[config.mk]
export PLATFORM = sky130hd
export DESIGN_NAME = move_log
export DESIGN_NICKNAME = d
export VERILOG_FILES = /design/src/rtl/cube_pkg.sv /design/src/rtl/move_fifo.sv /design/src/rtl/move_log.sv
export SDC_FILE = /design/constraint.sdc
export NUM_CORES = 1
export LEC_CHECK = 0
export BUFFER_PORTS_ARGS = -buffer_cell sky130_fd_sc_hd__buf_4
export CAP_MARGIN = 5
export CELL_PAD_IN_SITES_DETAIL_PLACEMENT = 2
export CELL_PAD_IN_SITES_GLOBAL_PLACEMENT = 2
export CORE_ASPECT_RATIO = 2
export CORE_MARGIN = 2
export CORE_UTILIZATION = 47
export DETAILED_ROUTE_END_ITERATION = 10
export PLACE_DENSITY = 0.81
export SETUP_SLACK_MARGIN = 0.2
export SYNTH_ARGS = -nofsm -noshare
export SYNTH_HDL_FRONTEND = slang
export SYNTH_SLANG_ARGS = --single-unit
[constraint.sdc]
create_clock -name clk -period 8.8 [get_ports clk]
set_input_delay 1.32 -clock clk [delete_from_list [all_inputs] [get_ports clk]]
set_output_delay 1.32 -clock clk [all_outputs]
set_load 0.01 [all_outputs]
[src/rtl/cube_pkg.sv]
// Shared move-code definitions for the cube solver datapath (network, move_log, benches).
package cube_pkg;

  localparam int unsigned MOVE_W    = 4;
  localparam int unsigned NUM_MOVES = 12;

  typedef logic [MOVE_W-1:0] move_t;

  // Moves come in inverse pairs 0/1, 2/3, ... 10/11.
  function automatic move_t move_inv(input move_t k);
    return k ^ move_t'(1);
  endfunction

  function automatic logic move_legal(input move_t k);
    return k < move_t'(NUM_MOVES);
  endfunction

endpackage

[src/rtl/move_fifo.sv]
// Move storage FIFO: array, pointers and occupancy count.
// MOVE_LOG_CANCEL_EN adds a tail-retract port and tail read-out.
module move_fifo
  import cube_pkg::*;
#(
  parameter  int unsigned DEPTH = 16,
  localparam int unsigned CW    = $clog2(DEPTH) + 1
) (
  input  logic          clk,
  input  logic          rst_n,
  input  logic          clear,
  input  logic          push,
  input  logic          pop,
`ifdef MOVE_LOG_CANCEL_EN
  input  logic          retract,
  output move_t         tail_c,
`endif
  input  move_t         wdata,
  output move_t         rdata_c,
  output logic [CW-1:0] count
);

  localparam int unsigned AW = $clog2(DEPTH);

  move_t          mem [DEPTH];
  logic [AW-1:0]  wr_ptr, rd_ptr;
  logic [AW-1:0]  wr_ptr_d, rd_ptr_d;
  logic [CW-1:0]  count_d;

  // Next pointer/count; clear dominates, retract replaces a push.
  always_comb begin
    wr_ptr_d = wr_ptr;
    rd_ptr_d = rd_ptr;
    count_d  = count;
    if (clear) begin
      wr_ptr_d = '0;
      rd_ptr_d = '0;
      count_d  = '0;
    end else begin
      if (push) wr_ptr_d = wr_ptr + AW'(1);
      if (pop)  rd_ptr_d = rd_ptr + AW'(1);
      count_d = count + CW'(push) - CW'(pop);
`ifdef MOVE_LOG_CANCEL_EN
      if (retract) begin
        wr_ptr_d = wr_ptr - AW'(1);
        count_d  = count - CW'(1) - CW'(pop);
      end
`endif
    end
  end

  always_ff @(posedge clk or negedge rst_n) begin
    if (!rst_n) begin
      wr_ptr <= '0;
      rd_ptr <= '0;
      count  <= '0;
    end else begin
      wr_ptr <= wr_ptr_d;
      rd_ptr <= rd_ptr_d;
      count  <= count_d;
    end
  end

  // Storage is reset so the head reads 0 out of reset.
  always_ff @(posedge clk or negedge rst_n) begin
    if (!rst_n) begin
      for (int i = 0; i < int'(DEPTH); i++) mem[i] <= '0;
    end else if (push && !clear) begin
      mem[wr_ptr] <= wdata;
    end
  end

  assign rdata_c = mem[rd_ptr];
`ifdef MOVE_LOG_CANCEL_EN
  assign tail_c  = mem[wr_ptr - AW'(1)];
`endif

endmodule

[src/rtl/move_log.sv]
// Captures network move codes on the rising edge of net_valid into a FIFO with
// back-pressure via net_load. MOVE_LOG_CANCEL_EN enables inverse-pair cancellation.
module move_log
  import cube_pkg::*;
#(
  parameter  int unsigned DEPTH = 16,
  localparam int unsigned CW    = $clog2(DEPTH) + 1
) (
  input  logic              clk,
  input  logic              rst_n,
  input  logic              clear,
  input  logic              net_valid,
  input  logic [MOVE_W-1:0] net_q,
  output logic              net_load,
  output logic              m_valid,
  input  logic              m_ready,
  output logic [MOVE_W-1:0] m_data,
  output logic [CW-1:0]     count,
  output logic              overflow,
  output logic              bad_code
);

  logic  net_prev;
  logic  capture, legal, pop, full, push, drop;
  move_t head;
`ifdef MOVE_LOG_CANCEL_EN
  logic  cancel;
  move_t tail;
`endif

  assign m_valid = (count != '0);
  assign m_data  = head;

  // Capture/push decision for the current cycle.
  always_comb begin
    capture = net_valid && !net_prev;
    legal   = move_legal(net_q);
    pop     = m_valid && m_ready;
    full    = (count == CW'(DEPTH));
`ifdef MOVE_LOG_CANCEL_EN
    // Popping the only entry wins over cancelling it.
    cancel  = capture && legal && m_valid && (net_q == move_inv(tail))
              && !(pop && count == CW'(1));
    push    = capture && legal && !cancel && (!full || pop);
    drop    = capture && legal && !cancel && full && !pop;
`else
    push    = capture && legal && (!full || pop);
    drop    = capture && legal && full && !pop;
`endif
  end

  // Edge detector survives clear so a held level never re-captures.
  always_ff @(posedge clk or negedge rst_n) begin
    if (!rst_n) begin
      net_prev <= 1'b0;
      overflow <= 1'b0;
      bad_code <= 1'b0;
      net_load <= 1'b0;
    end else begin
      net_prev <= net_valid;
      net_load <= (count <= CW'(DEPTH - 2)) && !clear;
      if (clear) begin
        overflow <= 1'b0;
        bad_code <= 1'b0;
      end else begin
        if (drop)               overflow <= 1'b1;
        if (capture && !legal)  bad_code <= 1'b1;
      end
    end
  end

  move_fifo #(.DEPTH(DEPTH)) u_fifo (
    .clk     (clk),
    .rst_n   (rst_n),
    .clear   (clear),
    .push    (push),
    .pop     (pop),
`ifdef MOVE_LOG_CANCEL_EN
    .retract (cancel),
    .tail_c  (tail),
`endif
    .wdata   (net_q),
    .rdata_c (head),
    .count   (count)
  );

endmodule

---- Word-level counts from Yosys, hierarchy flattened ----
Cells that the tools add are included.
storage, ports and cells
  register bits after elaboration ......... 81
  output and inout port bits .............. 13
  word-level logic and storage cells ...... 71
cells by class
  $add $sub $neg .......................... 4
  magnitude comparators ................... 5
  equal/unequal tests ..................... 1
  mux-type cells .......................... 15
  bitwise gates (word level) .............. 2
  reduce and logical (&&, ||, !) cells .... 21
operator list
  kind                                                                              number
  64-bit bitwise mux                                                                1
  4-bit 2-to-1 mux                                                                  7
  4-bit binary-select mux with 4-bit select                                         1
  4-bit demux with 4-bit select                                                     1
  5-bit >= comparator, second input constant                                        2
  1-bit logical AND                                                                 10
  4-bit inverter with 5-bit output                                                  2
  4-bit by 1-bit adder with 4-bit output, second input constant                     2
  2-bit nonzero test                                                                4
  5-bit by 1-bit adder with 5-bit output                                            1
  5-bit equality test, second input constant                                        1
  5-bit by 4-bit less-or-equal comparator with 1-bit output, second input constant  1
  1-bit logical NOT                                                                 5
  5-bit by 1-bit less-than comparator with 1-bit output, second input constant      1
  5-bit 2-to-1 mux                                                                  1
  5-bit nonzero test                                                                1
  5-bit by 1-bit subtractor with 5-bit output                                       1
  4-bit less-than comparator, second input constant                                 1
  1-bit 2-to-1 mux                                                                  4
  1-bit logical OR                                                                  1

---- Depth between registers and ports, before layout ----
Gate-level depths: netlist of run 1.
  depth after elaboration ................. 7
  mapped depth ............................ 15
  mapped depth without buffers ............ 14

---- By module ----
From an unflattened synthesis of run 1, not the netlist that was laid out.
unflattened totals
  cells, all modules ...................... 290
  area, all modules ....................... 3976.3 µm²
modules (own cells, without submodules)
  module     instances  cells an instance  area an instance (µm²)  sequential area each (µm²)
  move_fifo  1          272                3777.4                  1926.8
  move_log   1          18                 198.9                   100.1

---- Least setup slack after synthesis of run 1 ----
Ideal clock, no wire load.
  path kind ............................... input-to-reg
  from .................................... input net_valid
  to ...................................... register u_fifo.count[4]
  library setup time ...................... 135 ps
  arrival time ............................ 3103 ps
  required time ........................... 8665 ps
  setup slack ............................. 5562 ps
  stages on the path ...................... 11
  path buffers ............................ 1
  cell sequence ........................... nor2b_1 o311ai_4 inv_4 buf_12 ha_1 inv_1 fa_1 nand2b_1 a21oi_1 o21a_1 nor3_1
between the ends
  longest elaborated chain between the ends .. 6
ends and longest elaborated chain
  item                                         line             text
  start: declaration                           move_log.sv:12   input logic net_valid,
  1-bit logical AND                            move_log.sv:36   capture = net_valid && !net_prev;
  1-bit logical AND (2 in a row)               move_log.sv:47   push = capture && legal && (!full || pop);
  5-bit by 1-bit adder with 5-bit output       move_fifo.sv:42  count_d = count + CW'(push) - CW'(pop);
  5-bit by 1-bit subtractor with 5-bit output  move_fifo.sv:42
  5-bit 2-to-1 mux                             move_fifo.sv:35  if (clear) begin
  named net u_fifo.count_d[4]                  move_fifo.sv:28  logic [CW-1:0] count_d;
  end signal: assignment                       move_fifo.sv:60  count <= count_d;
  end: declaration                             move_fifo.sv:20  output logic [CW-1:0] count
The timed path passes the listed nets, and every way through them passes these cells.
A chain may end at the register's enable or synchronous reset.

---- Worst setup path in the final report of run 1 ----
  from .................................... register u_fifo.rd_ptr[1]
  to ...................................... output m_data[3]
between the ends
  longest elaborated chain between the ends .. 4
ends and longest elaborated chain
  item                                                    line             text
  start: declaration                                      move_fifo.sv:26  logic [AW-1:0] wr_ptr, rd_ptr;
  start signal: assignment                                move_fifo.sv:59  rd_ptr <= rd_ptr_d;
  4-bit inverter with 5-bit output (implied by the code)  move_fifo.sv:73  assign rdata_c = mem[rd_ptr];
  4-bit binary-select mux with 4-bit select               move_fifo.sv:73
  4-bit 2-to-1 mux (implied by the code) (2 in a row)     move_fifo.sv:73
  end: declaration                                        move_log.sv:17   output logic [MOVE_W-1:0] m_data,
Every way passes these cells. The select of a mux whose other input is x is not followed.

==> impl_metrics.tcl, run 1 <==
set metrics [dict create \
    tightest_slew_ps 1050 \
    synthXorXnorAreaFrac 0.0124 \
    grt.overflow.total 0 \
    clkSlewWorstSetupHoldPaths_ps 60 \
    utilization 0.529 \
    ctsHoldBuffers 0 \
    antenna_found_initial 0 \
    synth_edf_count 0 \
    num_vias 2575 \
    ys_seq_area_frac 0.479 \
    cts-resized-gates 0 \
    cts_setup_buffers 0 \
    final_layout_size_suffix_gt1_frac 0.375 \
    mostFrequentLayoutCell "dfrtp_1" \
    grt_pass1_vias 3035 \
    hpwl_um 7370 \
    syn_avg_cell_area_um2 13.8 \
    cp_slowest_cell "dfrtp_1" \
    seq_power_share 0.397 \
    hold_path.class "flop to flop" \
    grt_pass1_wl_um 17400 \
    p_int_mw 0.739 \
    p_leak_nw 2.36 \
    power.total_mw 1.10 \
    finalMaxSlewViolations 0 \
    max-vdd-ir-drop_v 0.000153 \
    grt_max_degree 82 \
    ys.flop_type "dfrtp_1" \
    cts_tree "built" \
    path_delay_family "simple AND/OR/NAND/NOR gates" \
    fmax_ghz 0.272 \
    port_buffers 21 \
    cts_buffers 9 \
    ys_ff_latch 81 \
    synthAdderAreaFrac 0.0461 \
    first_iter_violations 160 \
    grt_usage 0.237 \
    htree_levels 3 \
    synth_largest_area_cell "dfrtp_1" \
    synth_top_family_by_area "multiplexers" \
    critPathMaxStageDelay_ps 610 \
    syn-cell-area_um2 4230 \
    ys_async_sr_fraction 1.00 \
    drtPass1Iterations 4 \
    power.share.combinational 0.293 \
    endpoint_kind "output pin" \
    path_cells "nor2b_1 -> a221oi_1 -> o21ai_0 -> nand2_1 -> buf_4" \
    area_growth_pct 11.2 \
    syn_nets 331 \
    core_area_um2 8890 \
    crit_fanout 12 \
    rsz0062_at_grt "no" \
    status "finished clean" \
    finalCritPeriodShare 0.418 \
    dieWidth_um 71.1 \
    syn_inst 307 \
    start_util 0.476 \
    cts_buffer_depth 2 \
    dieArea_um2 9820 \
    synth.mux.area_fraction 0.278 \
    drc 0 \
    synth_top_area_frac 0.479 \
    rows 49 \
    routedWlPerCell_um 24.6 \
    fin_tns_setup_ps 0 \
    skew_ps 7.18 \
    startpoint_type "flop" \
    period_minus_slack_ps 3680 \
    ios 22 \
    final_nets 348 \
    critPathKind "flop to output pin" \
    worstSkewPairLatency_ps 340 \
    cp.required_ps 7480 \
    drtAntennaViolNets 0 \
    p_clk_frac 0.310 \
    arrival_ps 2360 \
    die_h_um 138 \
    switching_share 0.326 \
    p_sw_mw 0.357 \
    p_per_area_nw_per_um2 233 \
    gp_congestion 0.808 \
    finalHoldViolCount 0 \
    yosys-top-cells-area "dfrtp_1 (48%), mux2_4 (9.9%), mux2_2 (9.6%)" \
    cp_num_buf_inv 1 \
    nFillCells 836 \
    final_cell_mix "dfrtp_1 (81), mux2_2 (36), mux2_4 (28)" \
    via_per_inst 5.99 \
    drv_cap 0 \
    ys_types 38 \
    wl_um 10600 \
    setup_violations 0 \
    timing.slew.headroom 0.302 \
    synth-simple-area-share 0.0994 \
    cts_root_buf "clkbuf_16" \
    num_antenna_cells 0 \
    synth_warnings 0 \
    cts.sinks 81 \
    synth-compound-area-share 0.0515 \
]
==> routing by layer <==
layer  GRT usage  part of all wire  vias up
li1            -                 -     1148
met1       0.277              0.38     1380
met2       0.426              0.58       37
met3      0.0437             0.020       10
met4      0.0794             0.018        0
met5           0                 0        -
==> registers in the layout, indices dropped and copies added, names as in the netlist <==
signal         cells
u_fifo.mem        64
u_fifo.count       5
u_fifo.rd_ptr      4
u_fifo.wr_ptr      4
bad_code           1
net_load           1
net_prev           1
overflow           1
==> cells by family (layout without fill, tap and decap cells) <==
kind of cell | count (synthesis) | in the layout
multiplexers | 89 | 89
AO/OA/AOI/OAI | 29 | 29
flip-flops | 81 | 81
XOR/XNOR | 6 | 6
buffers and inverters | 31 | 52
adder cells (fa/ha/maj) | 15 | 15
AND/OR/NAND/NOR | 56 | 56
==> per-stage QoR <==
| step | area (µm²) | hold WS, ps | std cells | worst slack (ps) |
|---|---|---|---|---|
| 6_report | 4700 | 507 | 430 | 5120 |
| 5_1_grt | 4700 | 529 | 430 | 4910 |
| 4_1_cts | 4700 | 511 | 430 | 5050 |
| 3_5_place_dp | 4440 | 496 | 415 | 5240 |
| 3_3_place_gp | 4440 | 482 | 415 | 5320 |
| 2_1_floorplan | 4230 | 474 | 307 | 5560 |
==> power by group through the flow <==
stage               logic [mW]  registers, mW  clock network, mW
floorplan                0.212          0.433                  0
global placement         0.314          0.440                  0
detailed placement       0.324          0.442                  0
CTS                      0.328          0.436              0.347
global route             0.355          0.440              0.360
finish                   0.321          0.435              0.340
==> final timing paths <==
path                                   end        startpoint  slack [ps]  depth (start not counted)
hold reg to reg             u_fifo.mem[53]    u_fifo.mem[53]         510                          1
hold / removal              u_fifo.mem[53]    u_fifo.mem[53]         510                          1
setup / recovery                 m_data[3]  u_fifo.rd_ptr[1]        5120                          5
min in group asynchronous   u_fifo.mem[17]             rst_n        1160                          1
max in group asynchronous         bad_code             rst_n        6960                          1
setup reg to reg           u_fifo.count[4]   u_fifo.count[2]        5570                         14
==> cell type report <==
type | count | area (µm²) | area share
Timing Repair Buffer | 22 | 165 | 0.0351
Tap cell | 102 | 128 | 0.0271
Sequential cell | 81 | 2030 | 0.431
Multi-Input combinational cell | 195 | 2060 | 0.439
Clock buffer | 9 | 225 | 0.0479
Inverter | 15 | 58.8 | 0.0125
Clock inverter | 6 | 36.3 | 0.00772
==> Yosys cell counts (all sizes together), types with 4 or more instances <==
master  instances
nor2b           4
mux2           64
mux4            8
nor2           15
o21ai           6
inv            15
dfrtp          81
a22oi           4
nand3           8
mux2i          17
nand4           5
clkbuf         10
a221oi          8
buf             6
ha             14
nand4b          8
a21oi           5
nand2           7
No activity file was read; power rests on OpenSTA's default activity.
==> run 2: changes to the inputs <==
CORE_UTILIZATION = 40   (was 47)
PLACE_DENSITY = 0.73   (was 0.81)
clock period = 3.3 ns   (was 8.8 ns; I/O delays follow)
==> run 2 against run 1 <==
Setup slack got worse by 4700 ps. Clock skew barely moved. Critical endpoint unchanged. Worst hold slack got worse by 240 ps.
==> impl_metrics.tcl, run 2 (synthesis results as in run 1) <==
set metrics [dict create \
    status "finished clean" \
    grt_usage 0.200 \
    port_buffers 21 \
    hold_path.class "input port to flop" \
    worstSkewPairLatency_ps 340 \
    final_layout_size_suffix_gt1_frac 0.397 \
    cp.required_ps 2800 \
    num_vias 2569 \
    largestRegisters "u_fifo.mem x64, u_fifo.count x5" \
    via_per_inst 5.44 \
    finalHoldViolCount 0 \
    grt_max_degree 82 \
    crit_fanout 12 \
    hpwl_um 7360 \
    timing.slew.headroom 0.310 \
    htree_levels 3 \
    cts_tree "built" \
    tightest_slew_ps 1040 \
    dieWidth_um 76.7 \
    gp_congestion 0.770 \
    final_nets 354 \
    rows 53 \
    startpoint_type "flop" \
    num_antenna_cells 0 \
    ios 22 \
    finalCritPeriodShare 0.872 \
    dp.cells 455 \
    top_register "u_fifo.mem" \
    antenna_found_initial 0 \
    p_leak_nw 2.40 \
    endpoint_kind "output pin" \
    drtPass1Iterations 4 \
    clkSlewWorstSetupHoldPaths_ps 60 \
    routedWlPerCell_um 22.1 \
    power.total_mw 3.09 \
    drc 0 \
    start_util 0.406 \
    core_area_um2 10400 \
    cts.sinks 81 \
    cts_buffer_depth 2 \
    die_h_um 149 \
    final_cell_mix "dfrtp_1 (81), mux2_2 (36), mux2_4 (28)" \
    period_minus_slack_ps 2880 \
    cts_buffers 9 \
    dieArea_um2 11500 \
    mostFrequentLayoutCell "dfrtp_1" \
    fmax_ghz 0.347 \
    largest_register_ffs 64 \
    first_iter_violations 88 \
    drv_cap 0 \
    finalMaxSlewViolations 0 \
    cp_slowest_cell "dfrtp_1" \
    grt.overflow.total 0 \
    grt_pass1_wl_um 17000 \
    area_growth_pct 15.0 \
    critPathKind "flop to output pin" \
    critPathMaxStageDelay_ps 610 \
    rrSetupSlack_ps 460 \
    rsz0062_at_grt "no" \
    cts_root_buf "clkbuf_16" \
    grt_pass1_vias 2984 \
    setup_violations 0 \
    path_cells "and2_1 -> a221oi_1 -> o21ai_0 -> nand2_1 -> buf_4" \
    skew_ps 6.98 \
    ctsHoldBuffers 0 \
    p_per_area_nw_per_um2 634 \
    final_cells 472 \
    drtAntennaViolNets 0 \
    fin_tns_setup_ps 0 \
    arrival_ps 2380 \
    wl_um 10400 \
    max-vdd-ir-drop_v 0.000389 \
]
## run 2: area by class of cell
cell class	count	area, µm²
Clock buffer	10	239
Clock inverter	6	67.6
Fill cell	1029	5550
Inverter	15	58.8
Multi-Input combinational cell	195	2080
Sequential cell	81	2030
Tap cell	137	171
Timing Repair Buffer	28	223
## run 2: worst paths after layout
check / from / endpoint / cells after the start
max: u_fifo.rd_ptr[1] / m_data[3] / 5
min in group asynchronous: rst_n / u_fifo.mem[21] / 1
max in group asynchronous: rst_n / u_fifo.mem[37] / 1
min: net_valid / net_prev / 1
max reg2reg: u_fifo.count[2] / u_fifo.count[4] / 14
min reg2reg: u_fifo.mem[49] / u_fifo.mem[49] / 1
## run 2: routing by layer
metal / global-route usage / share of wire / vias up
met4: 0.0809 / 0.019 / 0
li1: - / - / 1162
met3: 0.0332 / 0.022 / 14
met1: 0.215 / 0.37 / 1360
met2: 0.380 / 0.59 / 33
met5: 0 / 0 / -
## run 2: worst max-delay path: cells and delay by family, from the launching register on
family	cells	cell delay, ps
AO/OA/AOI/OAI	2	730
flip-flops	1	610
AND/OR/NAND/NOR	2	560
buffers and inverters	1	130
## run 2: stage by stage
step | area (µm²) | setup slack, ps | utilization | hold WS (ps)
2_1_floorplan | 4230 | 231 | - | 199
3_3_place_gp | 4530 | 263 | 0.436 | 482
3_5_place_dp | 4530 | 192 | 0.436 | 492
4_1_cts | 4850 | 226 | 0.466 | 253
5_1_grt | 4870 | 225 | 0.467 | 256
6_report | 4870 | 422 | 0.467 | 262
## run 2: power breakdown
part	switching (mW)	total (mW)	internal (mW)	leakage, nW
Combinational	0.456	0.894	0.437	1.16
Sequential	0.0922	1.17	1.07	1.11
Clock	0.419	1.03	0.606	0.133
## run 2: what timing repair did
item                                    in CTS  in global routing
buffers inserted                             0                  1
endpoints found under the setup margin       1                  2
pin swaps                                    0                  1
gates resized for setup                      2                  3
